<file path="config.mk">
export PLATFORM = sky130hd
export DESIGN_NAME = rf_wport_arb_flat
export DESIGN_NICKNAME = d
export VERILOG_FILES = /design/src/rtl/rf_wport_arb_if.sv /design/src/rtl/rf_wport_arb.sv /design/src/flat_wrapper.sv
export SDC_FILE = /design/constraint.sdc
export NUM_CORES = 1
export LEC_CHECK = 0
export BUFFER_PORTS_ARGS = -buffer_cell sky130_fd_sc_hd__buf_2
export CORE_ASPECT_RATIO = 0.7
export CORE_UTILIZATION = 48
export CTS_BUF_LIST = sky130_fd_sc_hd__clkbuf_2
export CTS_CLUSTER_DIAMETER = 120
export DETAILED_ROUTE_END_ITERATION = 16
export PLACE_DENSITY = 0.86
export SYNTH_ARGS = -nofsm -noshare
export SYNTH_HDL_FRONTEND = slang
export SYNTH_SLANG_ARGS = --single-unit
</file>
<file path="constraint.sdc">
create_clock -name clk -period 3.8 [get_ports clk]
set_input_delay 0.38 -clock clk [delete_from_list [all_inputs] [get_ports clk]]
set_output_delay 0.38 -clock clk [all_outputs]
set_load 0.02 [all_outputs]
</file>
<file path="src/rtl/rf_wport_arb_if.sv">
// ---------------------------------------------------------------------------
// rf_wport_arb_if
// Bundles the signals between the three writeback sources and the
// register-file write-port arbiter.
//
// Signals:
//   req[2:0]          per-source write request (0 = ALU, 1 = load, 2 = MDU)
//   addr0..addr2      destination register of each source
//   data0..data2      write data of each source
//   hold              pipeline freeze, suppresses all grants
//   clr_cnt           synchronous clear of conflict_cnt
//   gnt[2:0]          one-hot combinational grant back to the sources
//   sel[1:0]          registered writeback mux select
//   rf_we             registered register-file write enable
//   rf_addr[4:0]      registered write address
//   rf_data[31:0]     registered write data
//   conflict_cnt[7:0] saturating count of contended cycles
//
// Modports: slave = arbiter side, master = source/environment side.
// ---------------------------------------------------------------------------
interface rf_wport_arb_if;
    logic [2:0]  req;
    logic [4:0]  addr0;
    logic [4:0]  addr1;
    logic [4:0]  addr2;
    logic [31:0] data0;
    logic [31:0] data1;
    logic [31:0] data2;
    logic        hold;
    logic        clr_cnt;
    logic [2:0]  gnt;
    logic [1:0]  sel;
    logic        rf_we;
    logic [4:0]  rf_addr;
    logic [31:0] rf_data;
    logic [7:0]  conflict_cnt;

    modport slave (
        input  req, addr0, addr1, addr2, data0, data1, data2, hold, clr_cnt,
        output gnt, sel, rf_we, rf_addr, rf_data, conflict_cnt
    );

    modport master (
        output req, addr0, addr1, addr2, data0, data1, data2, hold, clr_cnt,
        input  gnt, sel, rf_we, rf_addr, rf_data, conflict_cnt
    );
endinterface

</file>
<file path="src/rtl/rf_wport_arb.sv">
// ---------------------------------------------------------------------------
// rf_wport_arb
// Round-robin arbiter for a single register-file write port shared by the
// ALU (source 0), the load unit (source 1) and the MDU (source 2).
//
// Ports:
//   clk    rising-edge clock
//   reset  asynchronous, active-low reset
//   bus    rf_wport_arb_if.slave: requests, addresses and data in; one-hot
//          combinational grant, registered writeback (sel, rf_we, rf_addr,
//          rf_data) and the saturating conflict counter out.
//
// The granted source's address/data are captured on the edge that completes
// the transfer, so the write appears at the register file one cycle later.
// Writes to register 0 are consumed like any other write but leave rf_we low.
// ---------------------------------------------------------------------------
module rf_wport_arb (
    input  logic          clk,
    input  logic          reset,
    rf_wport_arb_if.slave bus
);

    // ptr holds the index of the last granted source; 2 after reset so that
    // source 0 is first in line.
    localparam logic [1:0] PTR_RESET = 2'd2;
    localparam logic [7:0] CNT_MAX   = 8'hFF;

    logic [1:0]  ptr_q, ptr_d;
    logic [1:0]  sel_q, sel_d;
    logic        rf_we_q, rf_we_d;
    logic [4:0]  rf_addr_q, rf_addr_d;
    logic [31:0] rf_data_q, rf_data_d;
    logic [7:0]  cnt_q, cnt_d;

    logic [1:0]  prio0, prio1, prio2;
    logic [1:0]  gnt_idx;
    logic        xfer;
    logic [4:0]  win_addr;
    logic [31:0] win_data;
    logic        contended;

    // Priority order starts just after the last winner: ptr+1, ptr+2, ptr.
    always_comb begin
        case (ptr_q)
            2'd0:    {prio0, prio1, prio2} = {2'd1, 2'd2, 2'd0};
            2'd1:    {prio0, prio1, prio2} = {2'd2, 2'd0, 2'd1};
            default: {prio0, prio1, prio2} = {2'd0, 2'd1, 2'd2};
        endcase
    end

    // No grant while in reset or frozen; otherwise the first requester in
    // priority order wins.
    always_comb begin
        gnt_idx = 2'd0;
        xfer    = 1'b0;
        if (reset && !bus.hold) begin
            if (bus.req[prio0]) begin
                gnt_idx = prio0;
                xfer    = 1'b1;
            end else if (bus.req[prio1]) begin
                gnt_idx = prio1;
                xfer    = 1'b1;
            end else if (bus.req[prio2]) begin
                gnt_idx = prio2;
                xfer    = 1'b1;
            end
        end
    end

    always_comb begin
        case (gnt_idx)
            2'd0:    begin win_addr = bus.addr0; win_data = bus.data0; end
            2'd1:    begin win_addr = bus.addr1; win_data = bus.data1; end
            default: begin win_addr = bus.addr2; win_data = bus.data2; end
        endcase
    end

    // Two or more simultaneous requests count as a contended cycle.
    assign contended = (bus.req[0] & bus.req[1]) |
                       (bus.req[0] & bus.req[2]) |
                       (bus.req[1] & bus.req[2]);

    always_comb begin
        ptr_d     = ptr_q;
        sel_d     = sel_q;
        rf_addr_d = rf_addr_q;
        rf_data_d = rf_data_q;
        rf_we_d   = 1'b0;
        if (xfer) begin
            ptr_d     = gnt_idx;
            sel_d     = gnt_idx;
            rf_addr_d = win_addr;
            rf_data_d = win_data;
            rf_we_d   = (win_addr != 5'd0);
        end
    end

    // Clear wins over increment; the counter sticks at its maximum.
    always_comb begin
        cnt_d = cnt_q;
        if (bus.clr_cnt) begin
            cnt_d = 8'd0;
        end else if (!bus.hold && contended && (cnt_q != CNT_MAX)) begin
            cnt_d = cnt_q + 8'd1;
        end
    end

    always_ff @(posedge clk or negedge reset) begin
        if (!reset) begin
            ptr_q     <= PTR_RESET;
            sel_q     <= 2'd0;
            rf_we_q   <= 1'b0;
            rf_addr_q <= 5'd0;
            rf_data_q <= 32'd0;
            cnt_q     <= 8'd0;
        end else begin
            ptr_q     <= ptr_d;
            sel_q     <= sel_d;
            rf_we_q   <= rf_we_d;
            rf_addr_q <= rf_addr_d;
            rf_data_q <= rf_data_d;
            cnt_q     <= cnt_d;
        end
    end

    assign bus.gnt          = xfer ? (3'b001 << gnt_idx) : 3'b000;
    assign bus.sel          = sel_q;
    assign bus.rf_we        = rf_we_q;
    assign bus.rf_addr      = rf_addr_q;
    assign bus.rf_data      = rf_data_q;
    assign bus.conflict_cnt = cnt_q;

endmodule

</file>
<file path="src/flat_wrapper.sv">
// flat-port wrapper written by rule: the top's interface ports become plain ports
module rf_wport_arb_flat 
  (clk, reset, bus_req, bus_addr0, bus_addr1, bus_addr2, bus_data0, bus_data1, bus_data2, bus_hold, bus_clr_cnt, bus_gnt, bus_sel, bus_rf_we, bus_rf_addr, bus_rf_data, bus_conflict_cnt);
  rf_wport_arb_if bus_i ();
  input  logic clk;
  input  logic reset;
  input wire logic [$bits(bus_i.req)-1:0] bus_req;
  input wire logic [$bits(bus_i.addr0)-1:0] bus_addr0;
  input wire logic [$bits(bus_i.addr1)-1:0] bus_addr1;
  input wire logic [$bits(bus_i.addr2)-1:0] bus_addr2;
  input wire logic [$bits(bus_i.data0)-1:0] bus_data0;
  input wire logic [$bits(bus_i.data1)-1:0] bus_data1;
  input wire logic [$bits(bus_i.data2)-1:0] bus_data2;
  input wire logic [$bits(bus_i.hold)-1:0] bus_hold;
  input wire logic [$bits(bus_i.clr_cnt)-1:0] bus_clr_cnt;
  output wire logic [$bits(bus_i.gnt)-1:0] bus_gnt;
  output wire logic [$bits(bus_i.sel)-1:0] bus_sel;
  output wire logic [$bits(bus_i.rf_we)-1:0] bus_rf_we;
  output wire logic [$bits(bus_i.rf_addr)-1:0] bus_rf_addr;
  output wire logic [$bits(bus_i.rf_data)-1:0] bus_rf_data;
  output wire logic [$bits(bus_i.conflict_cnt)-1:0] bus_conflict_cnt;
  assign bus_i.req = bus_req;
  assign bus_i.addr0 = bus_addr0;
  assign bus_i.addr1 = bus_addr1;
  assign bus_i.addr2 = bus_addr2;
  assign bus_i.data0 = bus_data0;
  assign bus_i.data1 = bus_data1;
  assign bus_i.data2 = bus_data2;
  assign bus_i.hold = bus_hold;
  assign bus_i.clr_cnt = bus_clr_cnt;
  assign bus_gnt = bus_i.gnt;
  assign bus_sel = bus_i.sel;
  assign bus_rf_we = bus_i.rf_we;
  assign bus_rf_addr = bus_i.rf_addr;
  assign bus_rf_data = bus_i.rf_data;
  assign bus_conflict_cnt = bus_i.conflict_cnt;
  rf_wport_arb u_core (.clk(clk), .reset(reset), .bus(bus_i));
endmodule
</file>
==> flow_summary_export.csv <==
group,metric,value,unit
setup_path,critPathKind,"reg -> out",
clock_network,holdBufCountCts,0,
setup_path,cp-end-kind,"output pin",
sta,worst-slew-pin-transition,859,ps
synthesis,synth_flop_cell,"dfrtp_1",
final_layout,drive_gt1_share,44.3,%
setup_path,startpoint_type,"register",
synthesis,synth_top_family_by_area,"compound AO/OA/AOI/OAI gates",
sta,fin_crit_sh,77.4,%
setup_path,cp_data_arrival_time,2560,ps
floorplanning,ios,169,
synthesis,synthAdderAreaFrac,0.833,%
synthesis,yosys.area.top_type,"dfrtp_1",
final_layout,area_delta_synth_final,32.8,%
clock_network,post_cts_buffers,0,
grt,overflow,0,
synthesis,synthCells,285,
setup_path,required,3420,ps
sta,finalSetupViolations,0,
routing,drc,0,
synthesis,synth_top_area_share,44.4,%
routing,drt-wirelength-per-cell,14.3,um
synthesis,yosysSeqAreaShare,45.4,%
sta,clock_skew,20.3,ps
pwr,p_leak,1.89,nW
grt,grt_max_degree,79,
sta,hold_viol,0,
sta,fin_crit,2940,ps
setup_path,crit_start,"u_core.ptr_q[1]",
setup_path,worstSetupPathDepth,5,
setup_path,cp.buffers_inverters,2,
synthesis,netlist_area,2700,um2
setup_path,crit_end,"bus_gnt[0]",
clock_network,cts_buffers,5,
synthesis,yosys.area_share.simple,11.0,%
routing,totalWireLength,7320,um
sta,slew_headroom,42.4,%
synthesis,synth_compound_area_share,33.9,%
setup_path,cp_slowest_cell,"o2bb2ai_2",
grt,grt_pass1_vias,2518,
clock_network,root_buffer,"clkbuf_2",
placement,gp_congestion,0.873,
synthesis,syn_nets,404,
clock_network,clk_pin_slew,260,ps
sta,setup_tns,0,ps
floorplanning,die_height,64.8,um
synthesis,ys_warn_count,0,
clock_network,insertion_delay,430,ps
status,outcome,"complete, no violations",
setup_path,critPathMaxFanout,20,
routing,ant_nets,0,
synthesis,synth_seq_cells,49,
routing,vias,2793,
synthesis,synth_edf_count,0,
run,drv_cap,0,
setup_path,crit_family,"compound AO/OA/AOI/OAI gates",
synthesis,synth_cell_types,42,
floorplanning,start_util,50.6,%
pwr,total_power,1.37,mW
sta,rsz0062_at_grt,"no",
synthesis,synthXorXnorAreaFrac,1.94,%
setup_path,cp_cell_sequence,"and2b_1, o2bb2ai_2, buf_4, nor3_1, buf_2",
pwr,peakVddDrop,239,uV
floorplanning,core_area,5340,um2
clock_network,postCtsResizedCells,0,
sta,clock.fmax,0.340,GHz
final_layout,antenna_cells,0,
routing,vias_per_cell,5.46,
setup_path,r2r_cells,6,
setup_path,slowest_delay,690,ps
floorplanning,row_count,22,
grt,grt_first_pass_wirelength,11700,um
sta,slew_viol_final,0,
worst_hold_path,hold_class,"in -> async",
placement,hpwlAfterDp,5420,um
grt,antenna_found_initial,0,
clock_network,cts.sinks,49,
pwr,powerDensity,382,nW/um2
synthesis,synth_area_leaders,"dfrtp_1 (44%), a22oi_1 (10%), a22o_1 (9.7%)",
final_layout,fin_nets,558,
floorplanning,die_area,5940,um2
setup_path,timing.rr.start,"u_core.ptr_q[1]",
setup_path,r2r-end,"u_core.bus.rf_we",
setup_path,rrSetupSlack,1460,ps
grt,track_usage,25.1,%
clock_network,cts_tree,"yes",
clock_network,htree_levels,2,
floorplanning,die-width,91.7,um
clock_network,clockBufferDepth,2,
placement,io_buffers,168,
routing,initialDrtViolationCount,139,
synthesis,synth.mux.area_fraction,0.370,%
routing,dr.pass1.iters,4,
final_layout,fillers,463,
synthesis,async_flop_share,100,%
synthesis,synth_area_per_cell,9.49,um2
layout make-up:
class	count	area, um2	area share [%]
inverter	3	11.3	0.314
sequential	49	1230	34.2
multi-input combinational	205	1320	36.8
tap	72	90.1	2.51
clock inverter	3	21.3	0.593
timing repair buffer	175	893	24.9
clock buffer	5	25.0	0.697
metal layers:
metal	part of all wire, %	routed length [um]	global-route usage [%]
met1	43	3150	32.3
met2	48	3500	43.3
met3	8.6	627	5.05
met4	0.61	45	7.03
met5	0	0	0
logic make-up after synthesis:
family / Yosys count
xor+xnor: 6
fa+ha+maj: 2
mux: 1
simple gates: 70
buf+inv: 31
flops: 49
compound gates: 126
cells in the mapped netlist (4+ instances only):
master / count
nor3_1: 5
nand2_1: 42
buf_2: 7
nor2_1: 11
buf_1: 4
dfrtp_1: 48
a22o_2: 6
clkbuf_1: 8
o21ai_0: 9
a22oi_1: 36
a22o_1: 30
buf_4: 5
xnor2_1: 5
o21ai_1: 30
metrics by stage:
step / area [um2] / hold slack [ps] / std cells / setup WS (ps) / util [%]
2_1_floorplan: 2700 / 84.4 / 285 / 1720 / -
3_3_place_gp: 3540 / 458 / 504 / 1390 / 66.4
5_1_grt: 3590 / 35.1 / 512 / 682 / 67.2
4_1_cts: 3590 / 12.6 / 512 / 813 / 67.2
6_report: 3590 / 23.6 / 512 / 857 / 67.2
3_5_place_dp: 3540 / 466 / 504 / 1330 / 66.4
worst min path at each step:
stage                     slack [ps]                  start  cells after the start                    endpoint
final                             20                  reset                      2  u_core.bus.conflict_cnt[7]
after global routing              40                  reset                      2  u_core.bus.conflict_cnt[7]
after CTS                         10                  reset                      2  u_core.bus.conflict_cnt[7]
after global placement           460  u_core.bus.rf_addr[3]                      2       u_core.bus.rf_addr[3]
after detailed placement         470  u_core.bus.rf_data[2]                      2       u_core.bus.rf_data[2]
after floorplan                   80                  reset                      0  u_core.bus.conflict_cnt[0]
flip-flops by register name, summed over array words and instances, names as in the netlist:
register	cells
u_core.bus.conflict_cnt	8
u_core.bus.rf_data	32
u_core.bus.rf_we	1
u_core.ptr_q	1
u_core.bus.sel	2
u_core.bus.rf_addr	5
layout by cell type, fill, tap and decap left out, drive strengths merged, types with 2 or more instances in the layout:
| master | synthesis | routed |
|---|---|---|
| o21ai | 39 | 39 |
| and2 | 2 | 2 |
| dfrtp | 48 | 48 |
| inv | 3 | 4 |
| a22oi | 36 | 36 |
| xnor2 | 5 | 5 |
| clkbuf | 8 | 5 |
| nand2 | 42 | 42 |
| nor3 | 5 | 5 |
| nand3 | 3 | 3 |
| a21o | 3 | 3 |
| o211ai | 2 | 2 |
| buf | 20 | 175 |
| nand2b | 2 | 2 |
| nor2 | 11 | 11 |
| a21oi | 2 | 2 |
| a222oi | 2 | 2 |
| a22o | 36 | 36 |
report_power, final:
part | internal [mW] | switching [mW] | total (mW)
clock | 0.0466 | 0.170 | 0.217
combinational | 0.215 | 0.301 | 0.517
sequential | 0.597 | 0.0420 | 0.639
(Power assumes the default switching activity.)
